[src/rtl/cmd_pkg.sv]
// Shared definitions for the command-frame decoder: state encodings,
// header defaults, frame byte positions and a byte-select helper.
package cmd_pkg;

  // 4-bit state codes, same width as the top-level state display
  localparam logic [3:0] ST_IDLE = 4'h0;
  localparam logic [3:0] ST_HEAD = 4'h1;
  localparam logic [3:0] ST_SUM  = 4'h2;
  localparam logic [3:0] ST_CHK  = 4'h3;
  localparam logic [3:0] ST_DONE = 4'h4;

  localparam logic [7:0] HEAD0_DEF = 8'h55;
  localparam logic [7:0] HEAD1_DEF = 8'hAA;

  localparam int NPAY_DEF  = 9;
  localparam int FRAME_LEN = 12;

  // Byte positions inside the 12-byte frame (byte 0 = first received)
  localparam logic [3:0] HDR0_IDX = 4'd0;
  localparam logic [3:0] HDR1_IDX = 4'd1;
  localparam logic [3:0] CMD_KDEV = 4'd2;
  localparam logic [3:0] CMD_SMPR = 4'd3;
  localparam logic [3:0] CMD_FILT = 4'd4;
  localparam logic [3:0] CMD_MIX0 = 4'd5;
  localparam logic [3:0] CMD_MIX1 = 4'd6;
  localparam logic [3:0] CMD_REG4 = 4'd7;
  localparam logic [3:0] CMD_REG5 = 4'd8;
  localparam logic [3:0] CMD_REG6 = 4'd9;
  localparam logic [3:0] CMD_REG7 = 4'd10;
  localparam logic [3:0] CSUM_IDX = 4'd11;

  // Byte k of a frame sits at f[95-8k -: 8]; shift it up to the top byte.
  function automatic logic [7:0] frame_byte(input logic [8*FRAME_LEN-1:0] f,
                                            input logic [3:0] k);
    logic [8*FRAME_LEN-1:0] sh;
    sh = f << {k, 3'b000};
    return sh[8*FRAME_LEN-1 -: 8];
  endfunction

endpackage

[src/rtl/cmd_decode.sv]
// Command-frame decoder: latches a 96-bit frame, checks header and
// payload checksum, and commits nine command registers on a good frame.
//
// state | meaning
// IDLE  | wait for fs, latch frame, clear err
// HEAD  | compare bytes 0/1 against HEAD0/HEAD1
// SUM   | accumulate one payload byte per cycle (idx 0..NPAY-1)
// CHK   | compare sum with checksum byte, commit or flag err
// DONE  | fd high, wait for fs low
module cmd_decode
  import cmd_pkg::*;
#(
  parameter logic [7:0] HEAD0 = HEAD0_DEF,
  parameter logic [7:0] HEAD1 = HEAD1_DEF,
  parameter int         NPAY  = NPAY_DEF
) (
  input  logic        clk,
  input  logic        rst,
  input  logic        fs,
  output logic        fd,
  input  logic [95:0] dat,
  output logic [7:0]  cmd_kdev,
  output logic [7:0]  cmd_smpr,
  output logic [7:0]  cmd_filt,
  output logic [7:0]  cmd_mix0,
  output logic [7:0]  cmd_mix1,
  output logic [7:0]  cmd_reg4,
  output logic [7:0]  cmd_reg5,
  output logic [7:0]  cmd_reg6,
  output logic [7:0]  cmd_reg7,
  output logic        err,
  output logic [7:0]  ok_cnt
);

  localparam logic [3:0] LAST_IDX = 4'(NPAY - 1);

  logic [3:0]  state_q, state_d;
  logic [95:0] buf_q, buf_d;
  logic [3:0]  idx_q, idx_d;
  logic [7:0]  sum_q, sum_d;
  logic        err_q, err_d;
  logic [7:0]  ok_cnt_q, ok_cnt_d;
  // command registers indexed by their frame byte position
  logic [7:0]  cmd_q [CMD_KDEV:CMD_REG7];
  logic [7:0]  cmd_d [CMD_KDEV:CMD_REG7];

  // Next-state and datapath decode for the frame sequencer
  always_comb begin
    state_d  = state_q;
    buf_d    = buf_q;
    idx_d    = idx_q;
    sum_d    = sum_q;
    err_d    = err_q;
    ok_cnt_d = ok_cnt_q;
    cmd_d    = cmd_q;
    case (state_q)
      ST_IDLE: begin
        if (fs) begin
          buf_d   = dat;
          err_d   = 1'b0;
          state_d = ST_HEAD;
        end
      end
      ST_HEAD: begin
        if (frame_byte(buf_q, HDR0_IDX) != HEAD0 ||
            frame_byte(buf_q, HDR1_IDX) != HEAD1) begin
          err_d   = 1'b1;
          state_d = ST_DONE;
        end else begin
          idx_d   = 4'd0;
          sum_d   = 8'd0;
          state_d = ST_SUM;
        end
      end
      ST_SUM: begin
        // carry out of the 8-bit add is dropped: checksum is mod 256
        sum_d = sum_q + frame_byte(buf_q, idx_q + CMD_KDEV);
        idx_d = idx_q + 4'd1;
        if (idx_q == LAST_IDX) state_d = ST_CHK;
      end
      ST_CHK: begin
        if (sum_q == frame_byte(buf_q, CSUM_IDX)) begin
          for (int k = CMD_KDEV; k <= CMD_REG7; k++) begin
            cmd_d[k] = frame_byte(buf_q, 4'(k));
          end
          ok_cnt_d = ok_cnt_q + 8'd1;
        end else begin
          err_d = 1'b1;
        end
        state_d = ST_DONE;
      end
      ST_DONE: begin
        // fs must drop before another frame can start
        if (!fs) state_d = ST_IDLE;
      end
      default: state_d = ST_IDLE;
    endcase
  end

  // State and datapath registers with synchronous reset
  always_ff @(posedge clk) begin
    if (rst) begin
      state_q  <= ST_IDLE;
      buf_q    <= '0;
      idx_q    <= '0;
      sum_q    <= '0;
      err_q    <= 1'b0;
      ok_cnt_q <= '0;
      cmd_q    <= '{default: 8'h00};
    end else begin
      state_q  <= state_d;
      buf_q    <= buf_d;
      idx_q    <= idx_d;
      sum_q    <= sum_d;
      err_q    <= err_d;
      ok_cnt_q <= ok_cnt_d;
      cmd_q    <= cmd_d;
    end
  end

  assign fd       = (state_q == ST_DONE);
  assign err      = err_q;
  assign ok_cnt   = ok_cnt_q;
  assign cmd_kdev = cmd_q[CMD_KDEV];
  assign cmd_smpr = cmd_q[CMD_SMPR];
  assign cmd_filt = cmd_q[CMD_FILT];
  assign cmd_mix0 = cmd_q[CMD_MIX0];
  assign cmd_mix1 = cmd_q[CMD_MIX1];
  assign cmd_reg4 = cmd_q[CMD_REG4];
  assign cmd_reg5 = cmd_q[CMD_REG5];
  assign cmd_reg6 = cmd_q[CMD_REG6];
  assign cmd_reg7 = cmd_q[CMD_REG7];

endmodule

[config.mk]
export PLATFORM = sky130hd
export DESIGN_NAME = cmd_decode
export DESIGN_NICKNAME = d
export VERILOG_FILES = /design/src/rtl/cmd_pkg.sv /design/src/rtl/cmd_decode.sv
export SDC_FILE = /design/constraint.sdc
export NUM_CORES = 1
export LEC_CHECK = 0
export ABC_AREA = 1
export BUFFER_PORTS_ARGS = -buffer_cell sky130_fd_sc_hd__buf_2
export CAP_MARGIN = 5
export CORE_ASPECT_RATIO = 0.6
export CORE_MARGIN = 1
export CORE_UTILIZATION = 59
export DETAILED_ROUTE_END_ITERATION = 10
export PLACE_DENSITY = 0.95
export REMOVE_ABC_BUFFERS = 1
export SYNTH_ARGS = -nofsm -noshare
export SYNTH_HDL_FRONTEND = slang
export SYNTH_SLANG_ARGS = --single-unit
[constraint.sdc]
create_clock -name clk -period 4.3 [get_ports clk]
set_input_delay 0.645 -clock clk [delete_from_list [all_inputs] [get_ports clk]]
set_output_delay 0.645 -clock clk [all_outputs]
set_load 0.01 [all_outputs]
; Yosys cells after proc, flatten, opt, wreduce, memory -nomap -nowiden
; Cells that the tools add are included.
[op_classes]
n_div = 0
reduce_logical = 9
mul = 0
bitwise_logic = 0
shifts = 1
eq_ne = 14
addsub = 4
order_cmp = 0
n_mux = 13
[op_table]
columns = op, n
row1 = $shl 96x7->96, 1
row2 = $pmux 4 s5, 1
row3 = $mux 4, 4
row4 = $pmux 8 s2, 1
row5 = $ne 2x2->1 const B, 6
row6 = $add 8x1->8 const B, 1
row7 = $add 8x8->8, 1
row8 = $eq 4x2->1 const B, 2
row9 = $eq 8x8->1, 1
row10 = $mux 8, 1
row11 = $ne 8x7->1 const B, 1
row12 = $ne 8x8->1 const B, 1
row13 = $pmux 4 s2, 1
row14 = $reduce_and 2->1, 3
row15 = $add 4x1->4 const B, 1
row16 = $add 4x2->4 const B, 1
row17 = $eq 4x1->1 const B, 1
row18 = $eq 4x3->1 const B, 1
row19 = $eq 4x4->1 const B, 1
row20 = $logic_not 4->1, 1
row21 = $reduce_and 4->1, 1
row22 = $mux 1, 3
row23 = $mux 3, 1
row24 = $pmux 1 s3, 1
row25 = other kinds (4), 4
[word_totals]
ram_bits = 0
output_inout_bits = 82
latchBits = 0
romBits = 0
memories = 0
reg_bits = 193

; Longest topological paths before layout
[depth]
word_depth = 4
depth_mapped = 18
ltp_nobuf = 16

; Worst setup path after synthesis
; OpenSTA, ideal clock, no wires.
[synth_path]
kind = register to register
from = register idx_q[1]
to = register sum_q[6]
arrival_time_ns = 2.446
path_stages_with_launch = 19
period_less_slack_ns = 2.579
setup_slack_ns = 1.721
required_time_ns = 4.168
setup_ns = 0.132
cell_sequence = dfxtp_1 > clkbuf_1 > inv_2 > buf_1 > a21oi_1 > o21ai_0 > nand3_1 > a32o_1 > ha_1 > inv_1 > fa_1 > inv_1 > nand3_1 > nand2_1 > a21oi_1 > o21bai_1 > a21oi_1 > o21ai_0 > a21oi_1
[synth_via]
elab_chain_len = 4
[synth_lines]
columns = item, line_no
row1 = "start, declared", cmd_decode.sv:39  ; logic [3:0] idx_q, idx_d;
row2 = "start signal, assigned", cmd_decode.sv:113  ; idx_q <= idx_d;
row3 = $add 4x2->4, cmd_decode.sv:77  ; sum_d = sum_q + frame_byte(buf_q, idx_q + CMD_KDEV);
row4 = $shl 96x7->96, cmd_pkg.sv:36  ; sh = f << {k, 3'b000};
row5 = $add 8x8->8, cmd_decode.sv:77
row6 = $pmux 8 s2, cmd_decode.sv:56  ; case (state_q)
row7 = "end signal, assigned", cmd_decode.sv:114  ; sum_q <= sum_d;
row8 = "end, declared", cmd_decode.sv:40  ; logic [7:0] sum_q, sum_d;
; Every way passes these cells.
; A chain may end at the register's enable or synchronous reset.

; Worst setup path after layout
[layout_path]
from = register idx_q[0]
to = register sum_q[7]
; Same word-level chain as after synthesis.

==> results_tabular.tex <==
\begin{tabular}{lr}
\hline
Metric & Value \\
\hline
\multicolumn{2}{l}{\textbf{Run status}} \\
\quad Result of the run & complete, no violations \\
\multicolumn{2}{l}{\textbf{Critical path}} \\
\quad Crit Path Max Fanout & 37 \\
\quad Crit start category & register \\
\quad Required time reported for the critical path endpoint & 4.64 ns \\
\quad Cells along the critical path & clkinv\_1 > buf\_4 > o21ai\_0 > nand3\_1 > a32o\_1 > ha\_1 > a21oi\_1 > o21ai\_0 > a31oi\_1 > inv\_1 > nand3\_1 > nand3\_1 > a21oi\_1 \\
\quad Logic depth of the worst register-to-register path & 13 \\
\quad Arrival time of the worst setup path & 3.85 ns \\
\quad Launch point of the worst path & idx\_q[0]\$\_SDFFE\_PP0P\_ \\
\quad Cell repeated most along the worst path & sky130\_fd\_sc\_hd\_\_nand3\_1 \\
\quad Critical Path End & sum\_q[7]\$\_SDFFE\_PP0P\_ \\
\quad Family of cells with the greatest summed delay on the critical path & buffers and inverters \\
\quad Worst path bufs/invs & 3 \\
\quad Crit path max-delay cell type & sky130\_fd\_sc\_hd\_\_clkinv\_1 \\
\quad Reg-to-reg setup timing slack & 0.80 ns \\
\quad Path type of the worst setup path & register to register \\
\quad Endpoint of the worst-slack reg-to-reg timing path & sum\_q[7]\$\_SDFFE\_PP0P\_ \\
\quad Type of destination of the critical path & register \\
\quad Longest individual stage delay on the worst path & 0.70 ns \\
\quad Launch point of the worst reg-to-reg path & idx\_q[0]\$\_SDFFE\_PP0P\_ \\
\quad Number of gates on the worst path with buffers counted & 13 \\
\multicolumn{2}{l}{\textbf{Power}} \\
\quad Static power due to leakage & 4.111 nW \\
\quad PD cells & 412.0 nW/um2 \\
\quad Worst ir drop on vdd & 0.2161 mV \\
\multicolumn{2}{l}{\textbf{Place}} \\
\quad Port-buffer cells & 180 \\
\quad Post-detail-place hpwl & 15.09 mm \\
\quad Post-Place Worst Slack & 1.015 ns \\
\quad Placed cell area & 9276 um2 \\
\quad Global placer's final weighted congestion & 0.9498 \\
\multicolumn{2}{l}{\textbf{Yosys}} \\
\quad Cells after synthesis & 1029 \\
\quad Most repeated cell in the gate-level netlist after synthesis & sky130\_fd\_sc\_hd\_\_dfxtp\_1 \\
\quad Number of register bits inferred by synthesis & 192 \\
\quad Synth cell types & 38 \\
\quad Most used DFF post-synth & sky130\_fd\_sc\_hd\_\_dfxtp\_1 \\
\quad Synth async-reset ratio & 0 \\
\quad Netlist Area Pre-Place & 8421 um2 \\
\quad Main area contributors after synthesis & sky130\_fd\_sc\_hd\_\_dfxtp\_1, sky130\_fd\_sc\_hd\_\_a21oi\_1, sky130\_fd\_sc\_hd\_\_o21ai\_0, sky130\_fd\_sc\_hd\_\_a211oi\_2, sky130\_fd\_sc\_hd\_\_inv\_1 \\
\quad Count of flip-flops with a built-in enable after synthesis & 0 \\
\quad Count of yosys warnings during synthesis & 0 \\
\quad Largest area contributor in the netlist & sky130\_fd\_sc\_hd\_\_dfxtp\_1 \\
\quad Average footprint of a synthesized cell & 8.183 um2 \\
\quad Sequential fraction of the synthesis area & 0.4565 \\
\quad Top cell type's share of synthesized area & 0.4565 \\
\quad List of most frequent post-synthesis cells & sky130\_fd\_sc\_hd\_\_dfxtp\_1, sky130\_fd\_sc\_hd\_\_a21oi\_1, sky130\_fd\_sc\_hd\_\_o21ai\_0 \\
\multicolumn{2}{l}{\textbf{Timing}} \\
\quad \# setup viols final & 0 \\
\quad Maximum clock rate & 285.6 MHz \\
\quad Setup Skew & 0.01201 ns \\
\quad Number of max-slew violations in the final report & 0 \\
\quad Final total negative setup slack & 0 ns \\
\quad Worst slew margin & 0.2568 \\
\quad Setup repair after global routing missed its margin & false \\
\quad Slew at the pin with the worst max-slew slack & 1.115 ns \\
\quad Final period util & 0.8143 \\
\quad Worst hold margin & 0.4559 ns \\
\quad Fin. Hold Viols & 0 \\
\quad Final worst-path setup slack & 0.7987 ns \\
\quad Minimum clock period after layout & 3.501 ns \\
\multicolumn{2}{l}{\textbf{Worst hold path}} \\
\quad Hold crit path type & register to register \\
\multicolumn{2}{l}{\textbf{Layout}} \\
\quad Filler Cell Count & 1057 \\
\quad Layout area overhead & 17.55\% \\
\quad Diodes inserted & 0 \\
\quad Number of nets in the layout & 1272 \\
\quad Utilization after layout & 0.7177 \\
\quad Final cell area excluding filler cells & 9898 um2 \\
\quad Layout cell share with drive strength beyond 1 & 0.2624 \\
\multicolumn{2}{l}{\textbf{Global route}} \\
\quad Number of global-route vias before repair & 6970 \\
\quad Pin count of the biggest net entering global routing & 116 \\
\quad Global-route wire length before repair & 34.87 mm \\
\quad Total GRT Usage & 0.3015 \\
\quad Antenna violations before repair & 1 \\
\quad Global-route congestion overflow total & 0 \\
\multicolumn{2}{l}{\textbf{Clock tree}} \\
\quad Setup Buffers After CTS & 0 \\
\quad Clock tree root driver cell & sky130\_fd\_sc\_hd\_\_clkbuf\_16 \\
\quad Maximum buffer depth of the clock tree & 2 \\
\quad Total CTS buffers & 17 \\
\quad Skew-Pair Late Insertion Delay & 0.44 ns \\
\quad Hold-fix buffers at CTS & 0 \\
\quad Total number of clock tree sinks & 192 \\
\quad CTS H-tree depth & 4 \\
\quad Clock input transition at the sequential cells of the worst setup and hold paths & 0.07 ns \\
\quad \# resized after CTS & 0 \\
\quad TritonCTS clock tree & done \\
\multicolumn{2}{l}{\textbf{Routing}} \\
\quad Via count & 7713 \\
\quad Routed wire length & 22.05 mm \\
\quad Average routed wire per standard cell & 16.14 um \\
\quad Remaining DRCs & 0 \\
\quad DR pass1 iterations & 5 \\
\quad Detail-routed via count per cell & 5.646 \\
\quad Antenna Nets Post-Route & 0 \\
\quad DR iter-0 viols & 708 \\
\multicolumn{2}{l}{\textbf{Die}} \\
\quad Die Span X & 156.2 um \\
\quad Row Count & 33 \\
\quad Die Y-Extent & 94.54 um \\
\quad I/O pins & 181 \\
\quad Starting density of the core & 0.6106 \\
\quad Core Region & 13790 um2 \\
\quad Die area & 14770 um2 \\
\multicolumn{2}{l}{\textbf{Flow run}} \\
\quad Max capacitance violation total & 0 \\
\hline
\end{tabular}
==> report_power, final <==
| part | switching (W) | internal [W] | leakage (nW) |
|---|---|---|---|
| clock | 0.000728 | 0.000942 | 0.308 |
| combinational | 0.000314 | 0.000146 | 2.23 |
| sequential | 0.0000578 | 0.00189 | 1.57 |
| total | 0.00110 | 0.00298 | 4.11 |
==> worst min-delay path, delay by kind of cell (launching register included) <==
family          cells  cell delay, ns
compound gates      1            0.05
flops               1            0.31
buf+inv             1            0.05
==> metal layers <==
metal | vias up | track usage | wire length (um)
met5 | - | 0 | 10
met2 | 320 | 0.4807 | 9765
met3 | 33 | 0.07985 | 2030
li1 | 3771 | - | -
met4 | 2 | 0.08578 | 248
met1 | 3587 | 0.4030 | 9990
==> cells in the final DEF (no fill, tap or decap), drive strengths merged, types with 22 or more instances in the layout <==
cell type	count
dfxtp	192
nor2	89
nand2	62
clkbuf	22
a21oi	168
nand3	41
inv	128
o21ai	150
buf	188
a211oi	72
==> state kept, by name (all words and copies together), names as in the netlist <==
register  cells
cmd_reg5      8
cmd_mix0      8
buf_q        96
ok_cnt        8
cmd_mix1      8
idx_q         4
cmd_smpr      8
cmd_filt      8
cmd_reg7      8
cmd_reg6      8
sum_q         8
err           1
state_q       3
cmd_reg4      8
cmd_kdev      8
==> kinds of logic after synthesis <==
| group | share of synthesized area |
|---|---|
| AOI/OAI and AO/OA | 0.2938 |
| xor gates and xnor gates | 0.01144 |
| adders and majority gates | 0.01872 |
| buffers and inverters | 0.1015 |
| DFF | 0.4565 |
| and+or+nand+nor | 0.1181 |
==> final cells by class <==
type | instances | area, um2 | area share
multi-input combinational | 639 | 3735 | 0.3773
sequential | 192 | 3845 | 0.3884
clock buffer | 22 | 484.2 | 0.04892
tap | 192 | 240.2 | 0.02427
clock inverter | 10 | 137.6 | 0.01390
inverter | 123 | 467.9 | 0.04728
timing repair buffer | 188 | 988.4 | 0.09986
==> worst min path at each step <==
stage                                        end  cells past startpoint              startpoint
after floorplan           buf_q[81]$_SDFFE_PP0P_                      2  buf_q[81]$_SDFFE_PP0P_
after global placement          err$_SDFFE_PP0P_                      2        err$_SDFFE_PP0P_
after detailed placement        err$_SDFFE_PP0P_                      2        err$_SDFFE_PP0P_
after CTS                       err$_SDFFE_PP0P_                      2        err$_SDFFE_PP0P_
after global routing            err$_SDFFE_PP0P_                      2        err$_SDFFE_PP0P_
final                           err$_SDFFE_PP0P_                      2        err$_SDFFE_PP0P_
==> per-stage QoR <==
step                instances  total power, W
finish                   1366        0.004079
global route             1366        0.004222
CTS                      1366        0.004076
detailed placement       1334        0.002438
global placement         1334        0.002422
floorplan                 954        0.002254
(Power assumes the default switching activity.)
